File: src/rtl/demux_1to2_buffered.sv
// Registered 1-to-2 demultiplexer: routes one producer stream into one of two
// independent FIFOs, each with its own valid/ready consumer handshake.
module demux_1to2_buffered #(
  parameter int WIDTH = 32,
  parameter int DEPTH = 4
) (
  input  logic             clk,
  input  logic             rst,
  input  logic [WIDTH-1:0] in_data,
  input  logic             in_valid,
  input  logic             select,
  output logic             in_ready,
  output logic [WIDTH-1:0] out1_data,
  output logic             out1_valid,
  input  logic             out1_ready,
  output logic [WIDTH-1:0] out2_data,
  output logic             out2_valid,
  input  logic             out2_ready,
  output logic [3:0]       out1_count,
  output logic [3:0]       out2_count
);

  localparam int         PW       = $clog2(DEPTH);
  localparam logic [3:0] FULL_CNT = 4'(DEPTH);

  logic [1:0]       full;
  logic [1:0]       push;
  logic [1:0]       pop;
  logic [1:0]       ready_vec;
  logic [3:0]       count [2];
  logic [WIDTH-1:0] head_data [2];

  assign ready_vec = {out2_ready, out1_ready};

  // A full FIFO refuses pushes even when it pops in the same cycle.
  assign in_ready = !rst && !full[select];

  for (genvar gi = 0; gi < 2; gi++) begin : g_fifo
    logic [WIDTH-1:0] mem_q [DEPTH];
    logic [PW-1:0]    wr_ptr_q;
    logic [PW-1:0]    rd_ptr_q;
    logic [3:0]       count_q;
    logic [3:0]       count_d;

    assign full[gi]  = (count_q == FULL_CNT);
    assign push[gi]  = in_valid && in_ready && (select == 1'(gi));
    assign pop[gi]   = (count_q != 4'd0) && ready_vec[gi];
    assign count[gi] = count_q;

    always_comb begin
      count_d = count_q;
      case ({push[gi], pop[gi]})
        2'b10:   count_d = count_q + 4'd1;
        2'b01:   count_d = count_q - 4'd1;
        default: count_d = count_q;
      endcase
    end

    always_ff @(posedge clk) begin
      if (rst) begin
        wr_ptr_q <= '0;
        rd_ptr_q <= '0;
        count_q  <= '0;
      end else begin
        if (push[gi]) wr_ptr_q <= wr_ptr_q + 1'b1;
        if (pop[gi])  rd_ptr_q <= rd_ptr_q + 1'b1;
        count_q <= count_d;
      end
    end

    // Storage has no reset so it can map onto RAM; push is already gated by rst.
    always_ff @(posedge clk) begin
      if (push[gi]) mem_q[wr_ptr_q] <= in_data;
    end

    assign head_data[gi] = (count_q != 4'd0) ? mem_q[rd_ptr_q] : '0;
  end

  assign out1_data  = head_data[0];
  assign out2_data  = head_data[1];
  assign out1_valid = (count[0] != 4'd0);
  assign out2_valid = (count[1] != 4'd0);
  assign out1_count = count[0];
  assign out2_count = count[1];

endmodule

File: config.mk
export PLATFORM = sky130hd
export DESIGN_NAME = demux_1to2_buffered
export DESIGN_NICKNAME = d
export VERILOG_FILES = /design/src/rtl/demux_1to2_buffered.sv
export SDC_FILE = /design/constraint.sdc
export NUM_CORES = 1
export LEC_CHECK = 0
export ABC_AREA = 1
export CORE_UTILIZATION = 40
export DETAILED_ROUTE_END_ITERATION = 12
export GPL_ROUTABILITY_DRIVEN = 0
export PLACE_DENSITY = 0.65
export SLEW_MARGIN = 20
export SYNTH_ARGS = -nofsm -noshare
export SYNTH_HDL_FRONTEND = slang
export SYNTH_SLANG_ARGS = --single-unit
File: constraint.sdc
create_clock -name clk -period 2.7 [get_ports clk]
set_input_delay 0.54 -clock clk [delete_from_list [all_inputs] [get_ports clk]]
set_output_delay 0.54 -clock clk [all_outputs]
set_load 0.02 [all_outputs]
# == After elaboration in Yosys (flattened, before gate mapping) ==
# Memories as Yosys holds them, arrays and structs flattened. A register that Yosys moved wholly into a read port is not among the register bits.
# Cells that the tools add are included.
# totals
regBits,16
ram_bits,256
out_inout_bits,75
elab_cells,50
mem_count,2
# mem_list
memory,words,word_bits,read_ports,rd_ports_with_merged_regs,wr,line,text
g_fifo[0].mem_q,4,32,1,1,1,39,logic [WIDTH-1:0] mem_q [DEPTH];
g_fifo[1].mem_q,4,32,1,1,1,39,
# classes
addsub,8
n_lt_le_gt_ge,1
n_eq_ne,6
mux,14
bitwise_logic,1
n_reduce_logical,12
# op_table
operator,n
$mux W32,2
$pmux W4 S2,2
$add A2 B1 Y2 const B,4
$add A4 B1 Y4 const B,2
$eq A4 B3 Y1 const B,2
$mux W2,4
$reduce_bool A4 Y1,2
$sub A4 B1 Y4 const B,2
$logic_and A1 B1 Y1,6
$mux W1,6
$eq A2 B1 Y1 const B,2
$eq A2 B2 Y1 const B,2
$reduce_bool A2 Y1,2
$logic_not A1 Y1,2
$lt A1 B2 Y1 const B,1
$not A1 Y1,1

# == Logic depth before layout (Yosys ltp) ==
# Gate-level depths: netlist of run 1.
# depth
word_depth,9
mapped_depth,16

# == Worst setup path before layout of run 1 ==
# OpenSTA, ideal clock, no wires.
# synth_timing
kind,input -> register
start,in select
end,mem g_fifo[0].mem_q[1][0] (enable)
arrival_ns,2.383
slack_ns,-0.104
cell_stages,7
path_buffers,0
cell_sequence,nand2_1 inv_1 nand3_2 nand4_2 nor2_2 inv_2 nor2_1
# synth_between
elab_chain_cells,8
# synth_rtl
item,line,text
from (decl),11,"input logic select,"
$mux W1 (not written as such) (2 in a row),36,assign in_ready = !rst && !full[select];
$logic_not A1 Y1,36,
$logic_and A1 B1 Y1,36,
$logic_and A1 B1 Y1,46,assign push[gi] = in_valid && in_ready && (select == 1'(gi));
$logic_and A1 B1 Y1 *,46,
$mux W1 *,73,if (push[gi]) mem_q[wr_ptr_q] <= in_data;
$mux W1 (not written as such) *,73,
to (decl),39,
# Mark *: on every way between the ends. The rest lies on a longest branch, timed or not. The select of a mux whose other input is x is not followed.

==> summary by stage, run 1 <==
Pwr
The maximum VDD drop is ~700 uV. The static leakage is approximately 0.0050 uW. For this design the total switching power over the nets is ~5100 uW. The clock network is responsible for about a quarter of the overall power. Sequential cells burn 36.0% of the power.

Combinational cells account for around 37% of the total power. The internal cell power is 8860 uW. The power density over the cells is just over 1000 nW/um^2. The switching share of total power is approximately 36%.

Clock tree
Buffers inserted during clock tree synthesis total 29. CTS built an H-tree with a depth of 1. The clock transition at the registers of the reported paths is roughly 60 ps.

The post-cts hold buffer count is 0. The clock tree root buffer cell is clkbuf_16. TritonCTS built the clock tree. The clock sink total is between 200 and 300. In this run the deepest clock path goes through 3 buffers.

The source-to-sink clock delay at the later pin of the worst-skew pair is 550 ps.

Hold path
In this run the most critical hold path is launched from g_fifo[1].rd_ptr_q[0]. The worst hold path terminates at g_fifo[1].rd_ptr_q[0]. Counting instances, the worst hold path has a depth of 1. The worst hold path belongs to the class flip-flop to flip-flop.

Yosys
Summing the areas of all xor and xnor instances in the mapped netlist gives less than 1% of the synthesized area. Synthesis produced 930 cells. The combinational family with the most area after synthesis is simple AND/OR/NAND/NOR gates. The post-synthesis cell type with the largest combined area is edfxtp_1. The cell area that synthesis handed to floorplanning was 11200 um^2. Summing the areas of all compound-gate instances in the mapped netlist gives a little under a tenth of the synthesized area. The most repeated cell in the gate-level netlist after synthesis is nor2_1. For this run, asynchronously set or reset flops after synthesis account for 0%. The arithmetic-cell share of the synthesized area counting full adders, half adders and majority gates is under 10%. The count of different cell masters after synthesis is 24. The yosys synthesis warning count is 0.

The simple-gate area share of the yosys netlist is between 10% and 20%. Counting flops with a built-in enable in the synthesized netlist gives 256. The mux share of post-synthesis cell area is 0%. After synthesis, the most frequently instantiated cells are nor2_1 (282), edfxtp_1 (256), o21ai_1 (80), a21oi_1 (75), o21ai_0 (58). The number of nets produced by synthesis is a little under 1000. The count of state elements after synthesis is 276. The sequential element share of the synthesized area is roughly 72%.

The most used flip-flop cell after synthesis is edfxtp_1. The average cell area after synthesis is approximately 12 um^2. Summed over its instances, the top area cell type makes up between 60 and 70% of the synthesized netlist area.

In the post-synthesis netlist, the biggest area contributors are edfxtp_1 (69%), nor2_1 (9.5%), dfxtp_1 (3.6%), o21ai_1 (3.6%), a21oi_1 (3.4%).

Worst setup path
Measured in cells, the most critical reg-to-reg path has a length of 14. The capture instance of the worst register-to-register path is out1_count[2]. The critical path goes through inv_2, bufbuf_16, o21ai_1, a21oi_1, clkdlybuf4s15_1.

The startpoint type of the worst setup path is a flip-flop. The type of the setup path with the least slack is flip-flop to output pin. STA classifies the critical path endpoint as an output pin.

Data on the critical path arrives at its endpoint at 2060 ps. Data on the critical path is required at its endpoint by 2160 ps. The critical path's slowest cell is dfxtp_4. The largest single stage delay on the critical path is 410 ps.

The critical path buffer and inverter count is 3. On the critical path the largest part of the delay comes from buffers and inverters. The largest fanout on the critical path is 32.

The worst register-to-register path has a setup slack of 580 ps. The startpoint identified for the worst register-to-register timing path is out1_count[1].

Routing
The post-detailed-route count of antenna-violating nets is 0. The DRC violations left is 0. The routed wire length is about 25 mm. The number of optimization iterations in the first detailed-route pass is 5. Dividing the detail-routed via count by the number of cells gives roughly 4.9.

In the final routed layout, each cell accounts on average for between 15 and 20 um. The number of vias in the routed layout is roughly 7200. The detailed router finished its first iteration with 439 violations.

Global route
The all-layer global routing usage is 17.7%. The initial antenna violation count is 1. The largest net degree at the start of global routing is 34. In this run the most used layer during global routing was met2. The total congestion overflow after global routing is 0.

The met3 usage in global routing is ~3.6%. Global routing consumed, on the met1 layer, about a quarter of the routing resources. The first global-routing pass estimated approximately 40 mm of wire. The via count of the first global-routing pass was between 7000 and 8000. The global-route track usage on met2 is between 20% and 30%.

Floorplan
The area of the die is 28700 um^2. The floorplan die width is about 170 um. For this configuration, the core starts out at a cell density of approximately two fifths. The die is 169 um tall. In this run the standard cell core region covers roughly 27000 um^2.

In this run the count of I/O pins placed on the die edge is 113. After floorplanning, the core was divided into 60 placement rows.

Final layout
The finished cells cover roughly 14000 um^2. The post-layout utilization of the core is around half. In the final layout, the share of cells above drive strength 1 is roughly an eighth. The repair_antennas step left the layout with diodes totalling 0. The final layout net count is 1119. Compared with the post-synthesis result, the final layout area differs by 23.5%.

Timing
For the pin with the worst max-slew slack, the measured transition is between 300 and 400 ps. The final hold violation count is 0. The worst path uses between 90% and 100% of the clock period. The highest attainable clock frequency is about 380 MHz. The worst pin sits at a relative slew slack of 76.7%. The max-slew violation total from the final report is 0.

The final critical-path required period is about 2600 ps. Setup repair after global routing left no endpoint under its margin. Setup violations remaining at the end of the flow were counted as 0. The clock arrives with 19.4 ps of skew.

Placed design
The half-perimeter wire length after placement is between 15 and 20 mm. The count of input and output buffers is ~110. The area after detailed placement is 13000 um^2.

Run
The tool flagged a number of max-cap violations equal to 0.

Status
The run finished with clean final reports.
[cells in the final DEF, fill, tap and decap left out, types with 17 or more instances in the layout]
master and count:
buf_4 23, clkdlybuf4s50_1 48, clkbuf_2 17, nand2_1 22, o21ai_0 58, nor2_1 274
edfxtp_1 256, dlygate4sd2_1 37, dfxtp_1 17, clkbuf_16 29, o21ai_1 80, a21oi_1 74
inv_1 42
[area by class of cell]
| class | instances | area, um^2 |
|---|---|---|
| Fill cell | 2390 | 13300 |
| Multi-Input combinational cell | 560 | 2670 |
| Clock inverter | 18 | 149 |
| Tap cell | 372 | 465 |
| Inverter | 47 | 179 |
| Timing Repair Buffer | 153 | 1520 |
| Clock buffer | 35 | 748 |
| Sequential cell | 276 | 8100 |
[metal layers]
| metal | share of wire (%) | wire length, um |
|---|---|---|
| met1 | 44 | 11100 |
| met2 | 48 | 12100 |
| met3 | 5.5 | 1390 |
| met4 | 1.8 | 450 |
| met5 | 0.048 | 12 |
[worst max path at each step]
stage	startpoint	endpoint	slack (ps)	cells after the start
2_1_floorplan	select	g_fifo[0].mem_q[1][0]	-100	7
3_3_place_gp	select	out1_count[2]	110	16
3_5_place_dp	select	out1_count[2]	-0.6	16
4_1_cts	flip-flop	out1_data[20]	6	5
5_1_grt	out2_count[2]	out2_data[30]	1	6
6_report	flip-flop	out1_data[21]	100	5
[power groups by stage]
stage | sequential [uW] | clock [uW] | combinational (uW)
global route | 5040 | 3950 | 5650
floorplan | 5090 | 0 | 3160
finish | 5020 | 3720 | 5200
CTS | 5030 | 3800 | 5270
global placement | 5110 | 0 | 5570
detailed placement | 5120 | 0 | 5620
[what timing repair did]
action / in CTS / in global routing
cloned: 1 / 0
endpoints found under the setup margin: 64 / 30
setup buffers: 2 / 2
gates resized for setup: 73 / 43
[state kept, by name (all words and copies together), names as in the netlist, named ones only]
signal,cells
g_fifo.rd_ptr_q,4
out2_count,4
g_fifo.mem_q,256
out1_count,4
g_fifo.wr_ptr_q,4
[kinds of logic (layout without fill, tap and decap cells)]
group,Yosys count,count (layout)
AND/OR/NAND/NOR,327,327
flip-flops,276,276
AO/OA/AOI/OAI,213,213
buffers and inverters,94,253
adder cells (fa/ha/maj),14,14
XOR/XNOR,6,6
[metrics by stage]
step	power, uW	hold slack, ps	cells	setup TNS [ps]	worst slack [ps]
global placement	10700	455	1403	0	106
floorplan	8250	442	930	-26640	-104
detailed placement	10700	466	1403	-0.628	-0.628
CTS	14100	476	1459	0	5.76
global route	14600	519	1461	0	1.36
finish	13900	474	1461	0	96.3
(Power assumes the default switching activity.)
==> inputs of run 2 (changes only) <==
- GPL_TIMING_DRIVEN: default -> 0
==> run 2 against run 1 <==
Compared with the run above:
- via count up 3.0%
- total power is 0.70% higher
- cell area grew 0.25%
- worst hold slack improved by 4.6 ps
- critical path depth is 2 higher
- critical path type unchanged
- largest cell class unchanged
==> summary by stage, run 2 (synthesis results as in run 1) <==
Routing
The detail-routed via count per cell is 5.02 (was 4.94). The number of vias in the routed layout was 7431 (was 7217). The post-detailed-route count of antenna-violating nets is 0 (unchanged). The DRC violations left was 0 (unchanged). The routed wire length was 26.5 mm (was 25.0 mm). The number of optimization iterations in the first detailed-route pass came to 5 (unchanged). The wire length per cell is 17.9 um (was 17.1 um).

The DRC violation total after the first TritonRoute iteration is 639 (was 439).

Worst setup path
The arrival time at the worst endpoint is 2090 ps (was 2060 ps). The largest fanout on the critical path is 10 (was 32). The type of the setup path with the least slack is flip-flop to output pin (unchanged). The startpoint type of the worst setup path is a flip-flop (unchanged). The element type at the critical path end was an output pin (unchanged). The required time of the worst setup path is 2160 ps (about the same).

Pwr
The power density over the cells is 1010 nW/um^2 (about the same). The maximum VDD drop came to 808 uV (was 691 uV). The static leakage was 0.00495 uW (was 0.00497 uW). The total power came to 14000 uW (was 13900 uW).

Floorplan
The area of the die is 28700 um^2 (unchanged). The boundary pin count was 113 (unchanged). The standard cell core area is 27200 um^2 (unchanged).

The initial core utilization is 41.2% (unchanged). The height of the die is 169 um (unchanged). The floorplan die width is 169 um (unchanged). The row count is 60 (unchanged).

Final layout
The ratio of cells with drive above 1 in the final layout was 19.1% (was 11.7%). Commonest cells after routing, fill and taps aside: nor2_1 (274), edfxtp_1 (256), o21ai_1 (81) (was nor2_1 (274), edfxtp_1 (256), o21ai_1 (80)). The non-filler instance count after layout is 1480 (was 1461). The relative area change from synthesis to final layout is 23.8% (was 23.5%). The most common cell after layout, fill and taps aside is nor2_1 (unchanged). The final layout net count is 1137 (was 1119). The number of flip-flops in the largest register is 256 (unchanged). The top register by number of flip-flops is g_fifo.mem_q (unchanged).

Timing
The transition time of the tightest slew-check pin is 663 ps (was 349 ps). The summed negative setup slack over all endpoints came to 0 ps (unchanged). The final critical-path required period is 2630 ps (was 2600 ps). The final count of negative-setup-slack endpoints is 0 (unchanged). The final setup skew came to 13.2 ps (was 19.4 ps).

The headroom to the max-slew limit is 55.7% (was 76.7%). The worst hold slack after final layout is 479 ps (was 474 ps). The max-slew violation total from the final report is 0 (unchanged). Unrepaired setup endpoints after global routing: no (unchanged). The ratio of final minimum period to clock period is 97.2% (was 96.4%). The final hold violation count is 0 (unchanged). The highest attainable clock frequency is 381 MHz (was 384 MHz).

Placed design
The count of input and output buffers is 112 (unchanged). The half-perimeter wire length after placement is 17.2 mm (was 15.0 mm). The total placed cells including tap cells came to 1422 (was 1403).

Clock tree
The source-to-sink clock delay at the later pin of the worst-skew pair came to 540 ps (was 550 ps). The clock tree root buffer cell is clkbuf_16 (unchanged). The maximum count of clock buffers along a single path came to 3 (unchanged). The clock transition at the registers of the reported paths is 60 ps (about the same). The post-cts hold buffer count is 0 (unchanged). The TritonCTS clock tree is yes (unchanged). The H-tree depth is 1 (unchanged). The CTS buffer count is 28 (was 29). The clock sink total came to 276 (unchanged).

Global route
The initial antenna violation count was 0 (was 1). The largest net degree at the start of global routing came to 21 (was 34). The all-layer global routing usage came to 18.7% (was 17.7%). The total congestion overflow after global routing is 0 (unchanged). The via count of the first global-routing pass was 7187 (was 7016). The first-pass GRT wire length was 40.5 mm (was 39.1 mm).

Hold path
The class of the most critical hold timing path is flip-flop to flip-flop (unchanged).

Status
Status: complete, no violations (unchanged).

Run
The number of max-cap violations is 0 (unchanged).
run 2: final cells by class:
cell class,instances,area (um^2)
sequential,276,8090
fill,2362,13300
buffer,46,368
timing repair buffer,126,1150
multi-input combinational,560,2770
clock buffer,38,759
tap,372,465
antenna,1,2.50
inverter,47,188
clock inverter,14,67.6
run 2: worst paths after layout:
| path | start | to | slack, ps | depth (start not counted) |
|---|---|---|---|---|
| max | flip-flop | out2_data[15] | 70 | 7 |
| min | g_fifo[1].rd_ptr_q[0] | flip-flop | 480 | 1 |
| min reg2reg | g_fifo[1].rd_ptr_q[0] | flip-flop | 480 | 1 |
| max reg2reg | out1_count[2] | out2_count[2] | 450 | 15 |
run 2: repair_timing:
item | CTS | global route
pin swaps | 1 | 4
setup endpoints to repair | 65 | 52
buffers inserted | 6 | 0
resized for setup | 187 | 83
run 2: through the flow:
stage	cell area (um^2)	setup WS (ps)	util, %
2_1_floorplan	11200	-104	-
3_3_place_gp	12800	-1930	47.0
3_5_place_dp	13100	-242	48.1
4_1_cts	14000	-25.1	51.5
5_1_grt	13900	0.208	51.0
6_report	13900	74.5	51.0
run 2: critical path, cell delays in order, from the launching register on:
cell	delay, ps
dfxtp_1	320
buf_2	170
inv_1	140
buf_4	210
nor2_1	120
o21ai_1	80
a21oi_1	150
dlygate4sd2_1	350
run 2: routing by layer:
layer | routed length (um) | share of wire (%) | up-vias | GRT usage, %
met5 | 0 | 0 | - | 0
met4 | 631 | 2.4 | 0 | 5.91
met1 | 11300 | 43 | 3618 | 24.0
met2 | 13000 | 49 | 216 | 32.0
li1 | - | - | 3550 | -
met3 | 1630 | 6.2 | 47 | 3.31
run 2: power by group:
group,total (uW),switching [uW],internal (uW),leakage [uW]
clock network,3510,1540,1960,0.000403
logic,5570,3640,1920,0.00207
registers,4970,112,4860,0.00248
total,14000,5300,8740,0.00495
